<file path="src/rtl/uart_pkg.sv">
// uart_pkg: register offsets, STATUS bit positions, TX FSM encoding and divisor floor for uart_tx_mmio.
package uart_pkg;
    localparam logic [1:0] REG_TXDATA   = 2'd0;
    localparam logic [1:0] REG_STATUS   = 2'd1;
    localparam logic [1:0] REG_BAUD_DIV = 2'd2;

    localparam int ST_BUSY   = 0;
    localparam int ST_FULL   = 1;
    localparam int ST_EMPTY  = 2;
    localparam int ST_OVF    = 3;
    localparam int ST_PARITY = 4;
    localparam int ST_COUNT  = 8;

    localparam logic [2:0] S_IDLE   = 3'd0;
    localparam logic [2:0] S_START  = 3'd1;
    localparam logic [2:0] S_DATA   = 3'd2;
    localparam logic [2:0] S_PARITY = 3'd3;
    localparam logic [2:0] S_STOP   = 3'd4;

    localparam logic [15:0] MIN_DIV = 16'd2;
endpackage

</file>
<file path="src/rtl/uart_tx_mmio_fifo.sv">
// sync_fifo: single-clock FIFO; storage is not reset, only pointers and count.
// Ports: clk, reset (async active-low), push/push_data, pop/pop_data (head, valid when !empty),
//        full, empty, count (entries held).
module sync_fifo #(
    parameter int WIDTH = 8,
    parameter int DEPTH = 16
) (
    input  logic                     clk,
    input  logic                     reset,
    input  logic                     push,
    input  logic [WIDTH-1:0]         push_data,
    input  logic                     pop,
    output logic [WIDTH-1:0]         pop_data,
    output logic                     full,
    output logic                     empty,
    output logic [$clog2(DEPTH):0]   count
);
    localparam int AW = $clog2(DEPTH);
    localparam logic [AW:0] FULL_CNT = DEPTH[AW:0];

    logic [WIDTH-1:0] mem [DEPTH];
    logic [AW-1:0] wr_ptr, rd_ptr;
    logic do_push, do_pop;

    assign full     = count == FULL_CNT;
    assign empty    = count == '0;
    assign do_push  = push && !full;
    assign do_pop   = pop && !empty;
    assign pop_data = mem[rd_ptr];

    always_ff @(posedge clk) begin
        if (do_push) mem[wr_ptr] <= push_data;
    end

    always_ff @(posedge clk or negedge reset) begin
        if (!reset) begin
            wr_ptr <= '0;
            rd_ptr <= '0;
            count  <= '0;
        end else begin
            if (do_push) wr_ptr <= wr_ptr + 1'b1;
            if (do_pop) rd_ptr <= rd_ptr + 1'b1;
            count <= count + {{AW{1'b0}}, do_push} - {{AW{1'b0}}, do_pop};
        end
    end
endmodule

</file>
<file path="src/rtl/uart_tx_mmio.sv">
// uart_tx_mmio: memory-mapped 8N1 UART transmitter with TX FIFO, STATUS and BAUD_DIV registers.
// Ports: clk; reset (async, active-low); memory_read/memory_write/address/write_data from the core;
//        read_data (registered load data, one-cycle latency); tx (serial line, idle high);
//        tx_irq (high while FIFO empty and FSM idle).
// Build option: define UART_TX_PARITY_EN to insert an even-parity bit between data and stop.
module uart_tx_mmio
    import uart_pkg::*;
#(
    parameter logic [31:0] BASE_ADDRESS = 32'h8000_0000,
    parameter int          CLK_FREQ     = 25_000_000,
    parameter int          BAUD_RATE    = 115_200,
    parameter int          FIFO_DEPTH   = 16
) (
    input  logic        clk,
    input  logic        reset,
    input  logic        memory_read,
    input  logic        memory_write,
    input  logic [31:0] address,
    input  logic [31:0] write_data,
    output logic [31:0] read_data,
    output logic        tx,
    output logic        tx_irq
);
    localparam int CW = $clog2(FIFO_DEPTH) + 1;
    localparam int RAW_DIV = CLK_FREQ / BAUD_RATE;
    localparam logic [15:0] RESET_DIV = (RAW_DIV < int'(MIN_DIV)) ? MIN_DIV : RAW_DIV[15:0];
`ifdef UART_TX_PARITY_EN
    localparam logic PARITY_EN = 1'b1;
`else
    localparam logic PARITY_EN = 1'b0;
`endif

    logic          sel, rd_en, wr_en, push, pop;
    logic [1:0]    off;
    logic          full, empty, overflow;
    logic [CW-1:0] count;
    logic [7:0]    fifo_data;
    logic [15:0]   baud_div;
    logic [31:0]   status;
    logic [2:0]    state, next_state;
    logic [7:0]    shift;
    logic [15:0]   div_l, baud_cnt;
    logic [2:0]    bit_cnt;
    logic          baud_done, tx_d;
    logic          unused;

    assign sel    = address[31:4] == BASE_ADDRESS[31:4];
    assign off    = address[3:2];
    assign rd_en  = memory_read && sel;
    assign wr_en  = memory_write && sel;
    assign push   = wr_en && off == REG_TXDATA;
    // Empty is the registered pre-edge value, so a freshly pushed byte pops a cycle later.
    assign pop    = state == S_IDLE && !empty;
    assign unused = ^{address[1:0], write_data[31:16]};

    sync_fifo #(.WIDTH(8), .DEPTH(FIFO_DEPTH)) u_fifo (
        .clk       (clk),
        .reset     (reset),
        .push      (push),
        .push_data (write_data[7:0]),
        .pop       (pop),
        .pop_data  (fifo_data),
        .full      (full),
        .empty     (empty),
        .count     (count)
    );

    always_comb begin
        status              = '0;
        status[ST_BUSY]     = state != S_IDLE;
        status[ST_FULL]     = full;
        status[ST_EMPTY]    = empty;
        status[ST_OVF]      = overflow;
        status[ST_PARITY]   = PARITY_EN;
        status[ST_COUNT+:8] = 8'(count);
    end

    always_ff @(posedge clk or negedge reset) begin
        if (!reset) begin
            read_data <= '0;
            overflow  <= 1'b0;
            baud_div  <= RESET_DIV;
        end else begin
            if (rd_en)
                read_data <= off == REG_STATUS   ? status :
                             off == REG_BAUD_DIV ? {16'h0, baud_div} : '0;
            if (push && full)
                overflow <= 1'b1;
            else if (wr_en && off == REG_STATUS && write_data[ST_OVF])
                overflow <= 1'b0;
            if (wr_en && off == REG_BAUD_DIV)
                baud_div <= write_data[15:0] < MIN_DIV ? MIN_DIV : write_data[15:0];
        end
    end

    assign baud_done = baud_cnt == div_l - 16'd1;

    // Shift register rotates rather than shifts so the full byte is still present for parity.
    always_ff @(posedge clk or negedge reset) begin
        if (!reset) begin
            state    <= S_IDLE;
            tx       <= 1'b1;
            shift    <= '0;
            div_l    <= MIN_DIV;
            baud_cnt <= '0;
            bit_cnt  <= '0;
        end else begin
            state <= next_state;
            tx    <= tx_d;
            if (state == S_IDLE) begin
                if (!empty) begin
                    shift <= fifo_data;
                    div_l <= baud_div;
                end
                baud_cnt <= '0;
                bit_cnt  <= '0;
            end else begin
                baud_cnt <= baud_done ? '0 : baud_cnt + 16'd1;
                if (state == S_DATA && baud_done) begin
                    shift   <= {shift[0], shift[7:1]};
                    bit_cnt <= bit_cnt + 3'd1;
                end
            end
        end
    end

    always_comb begin
        next_state = state;
        case (state)
            S_IDLE:   next_state = !empty ? S_START : S_IDLE;
            S_START:  next_state = baud_done ? S_DATA : S_START;
            S_DATA:   next_state = (baud_done && bit_cnt == 3'd7) ? (PARITY_EN ? S_PARITY : S_STOP) : S_DATA;
            S_PARITY: next_state = baud_done ? S_STOP : S_PARITY;
            S_STOP:   next_state = baud_done ? S_IDLE : S_STOP;
            default:  next_state = S_IDLE;
        endcase
    end

    // tx is computed for the state being entered so the registered line changes on entry.
    always_comb begin
        tx_irq = empty && state == S_IDLE;
        case (next_state)
            S_START:  tx_d = 1'b0;
            S_DATA:   tx_d = (state == S_DATA && baud_done) ? shift[1] : shift[0];
            S_PARITY: tx_d = ^shift;
            default:  tx_d = 1'b1;
        endcase
    end
endmodule
</file>
<file path="config.mk">
export PLATFORM = sky130hd
export DESIGN_NAME = uart_tx_mmio
export DESIGN_NICKNAME = d
export VERILOG_FILES = /design/src/rtl/uart_pkg.sv /design/src/rtl/uart_tx_mmio_fifo.sv /design/src/rtl/uart_tx_mmio.sv
export SDC_FILE = /design/constraint.sdc
export NUM_CORES = 1
export LEC_CHECK = 0
export BUFFER_PORTS_ARGS = -buffer_cell sky130_fd_sc_hd__buf_2
export CORE_UTILIZATION = 53
export CTS_CLUSTER_DIAMETER = 100
export CTS_CLUSTER_SIZE = 25
export DETAILED_ROUTE_END_ITERATION = 16
export PLACE_DENSITY = 0.76
export SYNTH_ARGS = -nofsm -noshare
export SYNTH_HDL_FRONTEND = slang
export SYNTH_SLANG_ARGS = --single-unit
</file>
<file path="constraint.sdc">
create_clock -name clk -period 3.1 [get_ports clk]
set_input_delay 0.31 -clock clk [delete_from_list [all_inputs] [get_ports clk]]
set_output_delay 0.31 -clock clk [all_outputs]
set_load 0.02 [all_outputs]
</file>
==> summary.txt, run 1 <==
STA
  • RSZ-0062 raised after global routing: false
  • Final Slew Violations: 0
  • Final critical-path required period: between 2 and 3 ns
  • Slew @ Worst Pin: slightly below 0.8 ns
  • Final period utilization: between 90% and 100%
  • Final Setup Violations: 0
  • WHS: 0.05884 ns
  • Clock Skew: 0.009916 ns
  • Hold Vio Cnt, Final: 0
  • Slew headroom: between 40% and 50%
  • Highest clock rate: 0.3343 GHz
  • TNS Setup: 0 ns
  • Final WS setup: 0.1083 ns

Synthesis
  • Synth warn: 0
  • Adder-cell share of the synthesized area: 2.083%
  • Ys flop type: edfxtp_1
  • Mapped Cells: 700
  • Fraction of registers with async set/reset: 42.08%
  • Number of enable flip-flop cells after synthesis: 128
  • Share of the synthesized area in the top cell type: 38.54%
  • Seq cells post-synth: about 220
  • Average size of a mapped cell: about 14 um2
  • Mux cell area share after synthesis: 13.50%
  • Largest family of logic cells by synthesized area: multiplexers
  • Sequential-to-total area share from yosys stat: roughly 62%
  • Compound-Gate Fraction of Synth Area: around 4.6%
  • XOR/XNOR Fraction of Synth Area: 4.178%
  • Synth top area cells: edfxtp_1 39%, dfrtp_1 22%, mux4_2 9.0%
  • Synth area leader: edfxtp_1
  • Synth unique cells: between 60 and 70
  • Synth Cell Area: 9972 um2
  • Synth Area in Simple Gates: around a tenth

Pwr
  • Clk pwr share: 30.4%
  • Pwr per Cell Area: 512.2 nW/um2
  • Max VDD drop: 310.1 uV
  • Seq pwr share: 57.5%
  • Pleak: 0.004361 uW
  • Internal power contribution: 4364 uW
  • Sw power: 1306 uW
  • Net Sw Frac: 23.04%
  • Logic pwr share: 12.1%

Place
  • Routability Congestion: between 0.9 and 1
  • Worst slack, placed: 0.06129 ns
  • Input/output buffers: 67
  • Dpl hpwl: 14140 um

Critical path
  • Critical setup path kind: reg2reg
  • Data arrival time of the critical path: 3.35 ns
  • Critical path endpoint category: flop
  • Worst R2R Setup Slack: 0.11 ns
  • Peak fanout along the critical path: 8
  • Crit start category: flop
  • Data required time at the worst endpoint: around 3.5 ns
  • R2R depth: 10
  • RR Startpoint: div_l[1]
  • Worst R2R End: shift[7]

Cells and area
  • Area Growth Syn to Fin: 11.03%
  • Ratio of cells with drive above 1 in the final layout: a little over a quarter
  • Nets: 868
  • N_diodes: 0

Floorplanning
  • Core area: 18210 um2
  • Cell Rows: 49
  • Die ar.: 19370 um2
  • Starting Density: 54.77%
  • Die W: 139.2 um
  • Io pins: 102
  • Die Span Y: roughly 140 um

Detailed routing
  • DR vias: between 6000 and 7000
  • DRC marker count from the first detailed-route iteration: 489
  • DRT antenna net count: 0
  • Drt wl/cell: 19.98 um
  • Post-Route WL: 20360 um
  • DRC violations left: 4
  • Via-to-Cell Ratio: 5.900
  • DRT Pass-1 Iters: 11

Hold path
  • Hold-critical path depth: 2
  • Hold path start: address[2]
  • Worst hold path class: in2reg
  • WHS Endpoint: overflow

Clocking
  • CTS H-Tree Depth: 1
  • CTS tree: built
  • Worst-Skew Late Latency: 0.47 ns
  • Clock slew at reported path FFs: 0.10 ns
  • Clk sinks: between 200 and 250
  • Number of buffers created by CTS: 12
  • Root Buffer: clkbuf_16
  • Clock Path Buffers: 3

GRT
  • Grt ovf: 0
  • Vias in the first global route: 6032
  • Initial antenna violation count: 0
  • Largest net degree at the start of global routing: between 50 and 60
  • Gr usage total: 21.76%
  • First-pass GRT wire length: 32450 um

Status
  • Violations in the final reports: design-rule violations
  • Status: finished with violations

Flow run
  • Number of max-cap violations: 0
worst max-delay path by stage:
| stage | from | cells past startpoint | to | slack [ns] |
|---|---|---|---|---|
| 5_1_grt | div_l[1] | 10 | shift[7] | 0.004 |
| 6_report | div_l[1] | 10 | shift[7] | 0.11 |
| 3_3_place_gp | div_l[1] | 10 | shift[5] | 0.11 |
| 4_1_cts | div_l[1] | 10 | shift[7] | 0.04 |
| 2_1_floorplan | address[10] | 7 | u_fifo.mem[4][0] | 0.13 |
| 3_5_place_dp | div_l[1] | 10 | shift[7] | 0.06 |
Yosys cell counts (17+ instances only):
master    count
nand3_1      24
nand2_1      41
inv_1        32
o21ai_0      17
dfrtp_1      86
a21oi_1      17
edfxtp_1    128
mux4_2       40
clkbuf_1     21
xnor2_1      30
nor2_1       50
mux2_2       36
layer usage:
metal | track usage [%] | up-vias | wire length, um
li1 | - | 2741 | -
met1 | 30.82 | 3027 | 8838
met2 | 35.49 | 213 | 9956
met3 | 3.142 | 31 | 1167
met4 | 6.082 | 0 | 398
met5 | 0 | - | 0
through the flow:
step,instances,util [%],cell area (um2),power (uW)
3_3_place_gp,997,58.59,10670,3976
4_1_cts,1018,60.69,11050,5706
3_5_place_dp,997,58.59,10670,4012
5_1_grt,1019,60.81,11070,5875
2_1_floorplan,715,-,10030,3806
6_report,1019,60.81,11070,5671
registers in the layout, indices dropped and copies added, names as in the netlist:
name / flops
baud_cnt: 16
baud_div: 16
bit_cnt: 3
div_l: 16
overflow: 1
read_data: 16
shift: 8
state: 3
tx: 1
u_fifo.count: 5
u_fifo.mem: 128
u_fifo.rd_ptr: 4
u_fifo.wr_ptr: 4
power by group through the flow:
stage                     registers, uW  clock network [uW]  logic, uW
after floorplan                    3290                   0        519
after global placement             3320                   0        660
after detailed placement           3320                   0        687
after CTS                          3260                1750        695
after global routing               3270                1850        751
final                              3260                1730        685
cell type report:
class | count | area [um2]
Clock buffer | 20 | 372.9
Fill cell | 1319 | 7137
Inverter | 32 | 120.1
Multi-Input combinational cell | 418 | 3515
Sequential cell | 221 | 6181
Tap cell | 229 | 286.5
Timing Repair Buffer | 99 | 596.8
cells by family (layout without fill, tap and decap cells):
family | count (synthesis) | in the layout
compound gates | 66 | 66
xor+xnor | 46 | 46
fa+ha+maj | 16 | 16
buf+inv | 76 | 151
flops | 221 | 221
mux | 80 | 80
other cells | 1 | 16
simple gates | 194 | 194
worst max-delay path, stage by stage, from the launching register on:
cell and delay, ns:
dfstp_2 0.57, inv_1 0.05, ha_1 0.20, nand2b_1 0.12, nor3_1 0.08, or4_4 0.57, a2111oi_4 0.36, nand3_2 0.15
a211oi_4 0.27, buf_6 0.17, mux2_2 0.34
repair_timing:
item | 4_1_cts | 5_1_grt
gates resized for setup | 0 | 3
setup buffers | 0 | 1
endpoints found under the setup margin | 0 | 8
endpoints found under the hold margin | 51 | 0
hold buffers | 1 | 0
cell usage in the layout, fill, tap and decap left out, drive strengths merged, types with 3 or more instances in the layout:
master	Yosys	routed
nor4b	3	3
or2	3	3
dfstp	7	7
nor3	9	9
nand2	41	41
and3	5	5
mux4	40	40
nor2	50	50
inv	32	32
nor4	16	16
nand3	25	25
nand2b	4	4
edfxtp	128	128
xor2	15	15
ha	15	15
a22oi	10	10
conb	1	16
a21oi	17	17
o211ai	3	3
or4	4	4
nor2b	4	4
nand4	8	8
xnor2	30	30
clkbuf	21	20
mux2	36	36
buf	23	98
dfrtp	86	86
and2	10	10
mux2i	4	4
o21ai	17	17
No activity file was read; power rests on OpenSTA's default activity.
==> inputs of run 2 (changes only) <==
- SETUP_SLACK_MARGIN: unset -> 0.15
==> run 2 against run 1 <==
  * The flow still finishes with violations (design-rule violations)
  * Sequential power barely moved
  * Utilization rose by 0.47 points
  * Register-to-register slack improved by 0.11 ns
==> summary.txt, run 2 (synthesis results as in run 1) <==
Place
  • Routability Congestion: 0.8725
  • Input/output buffers: between 60 and 70
  • Placed cell count: 998
  • Dpl hpwl: between 10000 and 15000 um

GRT
  • Vias in the first global route: 6281
  • Grt ovf: 0
  • First-pass GRT wire length: 33710 um
  • Gr usage total: 22.67%
  • Initial antenna violation count: 0
  • Largest net degree at the start of global routing: 70

Detailed routing
  • DR vias: 6121
  • Via-to-Cell Ratio: 5.978
  • DRC marker count from the first detailed-route iteration: 459
  • DRC violations left: 4
  • Post-Route WL: 21120 um
  • Drt wl/cell: between 20 and 25 um
  • DRT antenna net count: 0
  • DRT Pass-1 Iters: 11

Cells and area
  • Nets: 873
  • Most frequent cells in the layout: 128 x edfxtp_1, 84 x dfrtp_1, 66 x buf_2
  • Area Growth Syn to Fin: 11.88%
  • Post-route insts no fill: 1024
  • End-of-flow core utilization: 61.27%
  • Ratio of cells with drive above 1 in the final layout: 28.30%
  • Largest register by flop count: u_fifo.mem
  • Commonest non-fill, non-tap cell in the layout: edfxtp_1
  • Fill count: 1310
  • N_diodes: 0
  • Number of flip-flops in the largest register: ~130

Critical path
  • Data required time at the worst endpoint: 3.46 ns
  • Critical setup path kind: reg2reg
  • Slowest-stage cell, CP: or4_4
  • CP Cell Sequence: or3_4 > or4_4 > a211oi_2 > nand2_1 > a2111oi_4 > nand3_2 > a211oi_4 > buf_6 > mux2_2
  • Critical path endpoint category: flop
  • R2R depth: 9
  • Largest stage delay, worst path: 0.48 ns
  • Data arrival time of the critical path: 3.24 ns
  • Crit start category: flop
  • Worst R2R Setup Slack: 0.22 ns
  • Peak fanout along the critical path: 8

Clocking
  • Number of buffers created by CTS: 12
  • CTS H-Tree Depth: 1
  • Clock Path Buffers: 3
  • Clock slew at reported path FFs: 0.10 ns
  • Root Buffer: clkbuf_16
  • Clk sinks: 221
  • CTS tree: built
  • Worst-Skew Late Latency: 0.47 ns

STA
  • Slew headroom: between 40% and 50%
  • TNS Setup: 0 ns
  • Clock Skew: 0.01369 ns
  • Final period utilization: 92.90%
  • Final critical-path required period: 2.880 ns
  • Hold Vio Cnt, Final: 0
  • RSZ-0062 raised after global routing: true
  • Slew @ Worst Pin: 0.8890 ns
  • Final Slew Violations: 0
  • Highest clock rate: 0.3472 GHz
  • Final Setup Violations: 0

Status
  • Status: finished with violations
  • Violations in the final reports: design-rule violations

Floorplanning
  • Die W: 139.2 um
  • Core area: ~18000 um2
  • Die Span Y: 139.2 um
  • Cell Rows: 49
  • Starting Density: 54.77%
  • Die ar.: 19370 um2
  • Io pins: 102

Flow run
  • Number of max-cap violations: 0

Pwr
  • Max VDD drop: 310.2 uV
  • Pleak: 0.004385 uW
  • Pwr per Cell Area: 503.3 nW/um2

Hold path
  • Hold-critical path depth: 2
  • Worst hold path class: in2reg
## run 2: layout make-up
cell class              count  area (um2)  area share, %
well taps                 229       286.5          2.568
clock inverters             1       5.005        0.04486
inverters                  32       120.1          1.077
flip-flops and latches    221        6182          55.41
repair buffers            104       646.9          5.798
multi-input cells         418        3568          31.98
clock buffers              19       347.8          3.118
## run 2: timing repair
action | 4_1_cts | 5_1_grt
hold buffers | 1 | 0
endpoints found under the setup margin | 8 | 9
gates resized for setup | 4 | 9
endpoints found under the hold margin | 43 | 0
pin swaps | 4 | 4
buffers inserted | 3 | 2
cloned | 0 | 0
## run 2: critical path, delay by kind of cell (launching register included)
kind	cells	cell delay [ns]
AO/OA/AOI/OAI	3	0.68
buffers and inverters	1	0.17
flip-flops	1	0.44
multiplexers	1	0.34
AND/OR/NAND/NOR	4	1.13
## run 2: routing by layer
layer	vias to the layer above	wire, um	global-route usage, %
met4	0	377	5.088
met3	30	1193	3.384
met1	3123	9064	30.67
met5	-	0	0
met2	225	10480	39.05
li1	2743	-	-
## run 2: metrics by stage
step / total power [uW] / setup WS [ns] / hold WS (ns) / cell area (um2)
after global routing: 5820 / 0.09886 / 0.08320 / 11160
after global placement: 3975 / 0.1025 / 0.4676 / 10690
final: 5615 / 0.2200 / 0.09143 / 11160
after detailed placement: 4012 / 0.01752 / 0.4789 / 10690
after CTS: 5648 / 0.1578 / 0.07900 / 11100
after floorplan: 3807 / 0.1636 / 0.01441 / 10030
## run 2: power by group
group / internal [uW] / switching, uW / leakage (uW) / total [uW]
combinational: 349 / 339 / 0.00190 / 688
clock: 784 / 885 / 0.000171 / 1670
sequential: 3180 / 81.3 / 0.00231 / 3260
total: 4310 / 1310 / 0.00438 / 5610
## run 2: worst paths after layout
check                               startpoint      endpoint
max in group asynchronous                reset            tx
worst max-delay path                  div_l[0]      shift[1]
worst min register to register     baud_div[0]   baud_div[0]
min in group asynchronous                reset  baud_cnt[12]
worst min-delay path            write_data[13]  baud_div[13]
worst max register to register        div_l[0]      shift[1]
==> inputs of run 3 (changes only) <==
--- a/config.mk
+++ b/config.mk
@@ -7,9 +7,9 @@
 export LEC_CHECK = 0
 export BUFFER_PORTS_ARGS = -buffer_cell sky130_fd_sc_hd__buf_2
-export CORE_UTILIZATION = 53
+export CORE_UTILIZATION = 55
 export CTS_CLUSTER_DIAMETER = 100
 export CTS_CLUSTER_SIZE = 25
 export DETAILED_ROUTE_END_ITERATION = 16
-export PLACE_DENSITY = 0.76
+export PLACE_DENSITY = 0.75
 export SETUP_SLACK_MARGIN = 0.15
 export SYNTH_ARGS = -nofsm -noshare
==> constraint.sdc (replaced) <==
create_clock -name clk -period 2.8 [get_ports clk]
set_input_delay 0.28 -clock clk [delete_from_list [all_inputs] [get_ports clk]]
set_output_delay 0.28 -clock clk [all_outputs]
set_load 0.01 [all_outputs]
==> run 3 against run 2 <==
  * Clock power rose by 8%
  * Maximum frequency grew 1.2%
  * Global-route usage shrank 0.26 points
  * Highest routed layer unchanged
  * Largest cell class unchanged
  * The flow finishes with violations (negative hold slack, negative setup slack)
==> summary.txt, run 3 (synthesis results as in run 1) <==
Cells and area
  • Ratio of cells with drive above 1 in the final layout: around 30%
  • Fill count: 1226
  • Final Instance Area: 11340 um2
  • Nets: 883
  • Most frequent cells in the layout: 128 x edfxtp_1, 85 x dfrtp_1, 66 x buf_2
  • Post-route insts no fill: 1030
  • Area Growth Syn to Fin: 13.74%
  • Multi-input combinational cell area: ~3600 um2
  • Largest register by flop count: u_fifo.mem
  • Commonest non-fill, non-tap cell in the layout: edfxtp_1
  • N_diodes: 0
  • Number of flip-flops in the largest register: 128
  • Reg area: ~6200 um2

Critical path
  • Worst Setup SP: div_l[1]
  • Worst R2R Setup Slack: -0.05 ns
  • Critical setup path kind: reg2reg
  • Critical path endpoint category: flop
  • Worst R2R End: tx
  • Peak fanout along the critical path: 5
  • Crit start category: flop
  • Data arrival time of the critical path: 3.25 ns
  • RR Startpoint: div_l[1]
  • Data required time at the worst endpoint: approximately 3.2 ns
  • R2R depth: 10
  • Crit path capture: tx

Clocking
  • CTS H-Tree Depth: 1
  • Worst-Skew Late Latency: approximately 0.48 ns
  • Root Buffer: clkbuf_16
  • Clock slew at reported path FFs: 0.10 ns
  • Number of buffers created by CTS: 12
  • Clock Path Buffers: 3
  • CTS tree: built
  • Clk sinks: 221

Pwr
  • Pleak: roughly 0.0045 uW
  • Pwr per Cell Area: 545.2 nW/um2
  • Max VDD drop: between 600 and 700 uV
  • Tot Pwr: 6183 uW

Detailed routing
  • DRT antenna net count: 0
  • Drt wl/cell: roughly 20 um
  • Via-to-Cell Ratio: around 5.9
  • DRC violations left: 0
  • DRC marker count from the first detailed-route iteration: 458
  • DR vias: 6038
  • DRT Pass-1 Iters: 5
  • Post-Route WL: 20200 um

STA
  • Final Slew Violations: 0
  • Clock Skew: between 0.01 and 0.015 ns
  • WHS: -0.02117 ns
  • Final period utilization: 101.7%
  • Slew headroom: 28.98%
  • Slew @ Worst Pin: 1.065 ns
  • Final Setup Violations: 8
  • Highest clock rate: roughly 0.35 GHz
  • Final critical-path required period: 2.847 ns
  • Final WS setup: -0.04672 ns
  • RSZ-0062 raised after global routing: true
  • Hold Vio Cnt, Final: 22

Flow run
  • Number of max-cap violations: 0

GRT
  • Gr usage total: 22.41%
  • Vias in the first global route: 5944
  • Largest net degree at the start of global routing: 84
  • Grt ovf: 0
  • First-pass GRT wire length: 31480 um
  • Initial antenna violation count: 0

Place
  • Routability Congestion: 0.8956
  • Placed cell areas: 10850 um2
  • Placed cell count: between 1000 and 1500
  • Input/output buffers: 67
  • Dpl hpwl: 13900 um
  • Worst slack, placed: -0.02902 ns

Floorplanning
  • Cell Rows: 48
  • Core area: 17480 um2
  • Die W: 136.7 um
  • Io pins: 102
  • Starting Density: about 57%
  • Die Span Y: 136.7 um
  • Die ar.: 18670 um2

Hold path
  • Worst hold path class: in2async

Status
  • Violations in the final reports: negative hold slack, negative setup slack
  • Status: finished with violations
## run 3: changes by cell type in the layout (fill, tap and decap cells not counted), sizes merged
| cell | delta |
|---|---|
| buf | +11 |
| clkbuf | -1 |
| clkinv | +1 |
| dlygate4sd3 | -1 |
## run 3: through the flow
stage / util, % / TNS, ns
2_1_floorplan: - / -0.01164
3_3_place_gp: 62.10 / 0
3_5_place_dp: 62.10 / -0.1299
4_1_cts: 64.53 / -0.1533
5_1_grt: 64.90 / -1.379
6_report: 64.90 / -0.2662
## run 3: how the worst min path moves through the flow
stage	slack (ns)	cells past startpoint	end	startpoint
after floorplan	-0.02	0	baud_cnt[0]	reset
after global placement	0.48	2	baud_div[0]	baud_div[0]
after detailed placement	0.50	2	overflow	overflow
after CTS	0.02	1	bit_cnt[1]	reset
after global routing	0.04	2	baud_div[8]	write_data[8]
final	-0.02	1	shift[6]	reset
## run 3: layout make-up
| class | instances | area share [%] |
|---|---|---|
| clock buffer | 18 | 2.846 |
| clock inverter | 2 | 0.1875 |
| inverter | 32 | 1.059 |
| multi-input combinational | 418 | 32.07 |
| sequential | 221 | 54.50 |
| tap | 225 | 2.482 |
| timing repair buffer | 114 | 6.862 |
## run 3: timing repair
action                     CTS  global route
gates cloned                 0             0
setup endpoints to repair   26            32
hold buffers                 0             0
buffers inserted             4             1
pin swaps                    6             4
resized for setup           12            11
## run 3: routing by layer
metal	vias up	global-route usage [%]	share of wire, %
li1	2765	-	-
met1	3048	31.83	43
met2	202	36.72	51
met3	23	2.963	4.8
met4	0	5.741	1.8
met5	-	0	0
## run 3: critical path, stage by stage (launching register included)
cell and delay [ns]:
dfstp_2 0.57, inv_2 0.06, ha_4 0.17, nor2b_2 0.17
xnor2_1 0.15, o41a_1 0.39, nor4bb_1 0.39, and2_2 0.27
nand4_1 0.13, a211o_1 0.31, a22oi_1 0.18
## run 3: report_power, final
part / internal [uW] / switching (uW) / total [uW] / leakage (uW)
Sequential: 3520 / 96.4 / 3610 / 0.00231
Clock: 820 / 989 / 1810 / 0.000166
Combinational: 412 / 349 / 760 / 0.00202
Total: 4750 / 1430 / 6180 / 0.00450
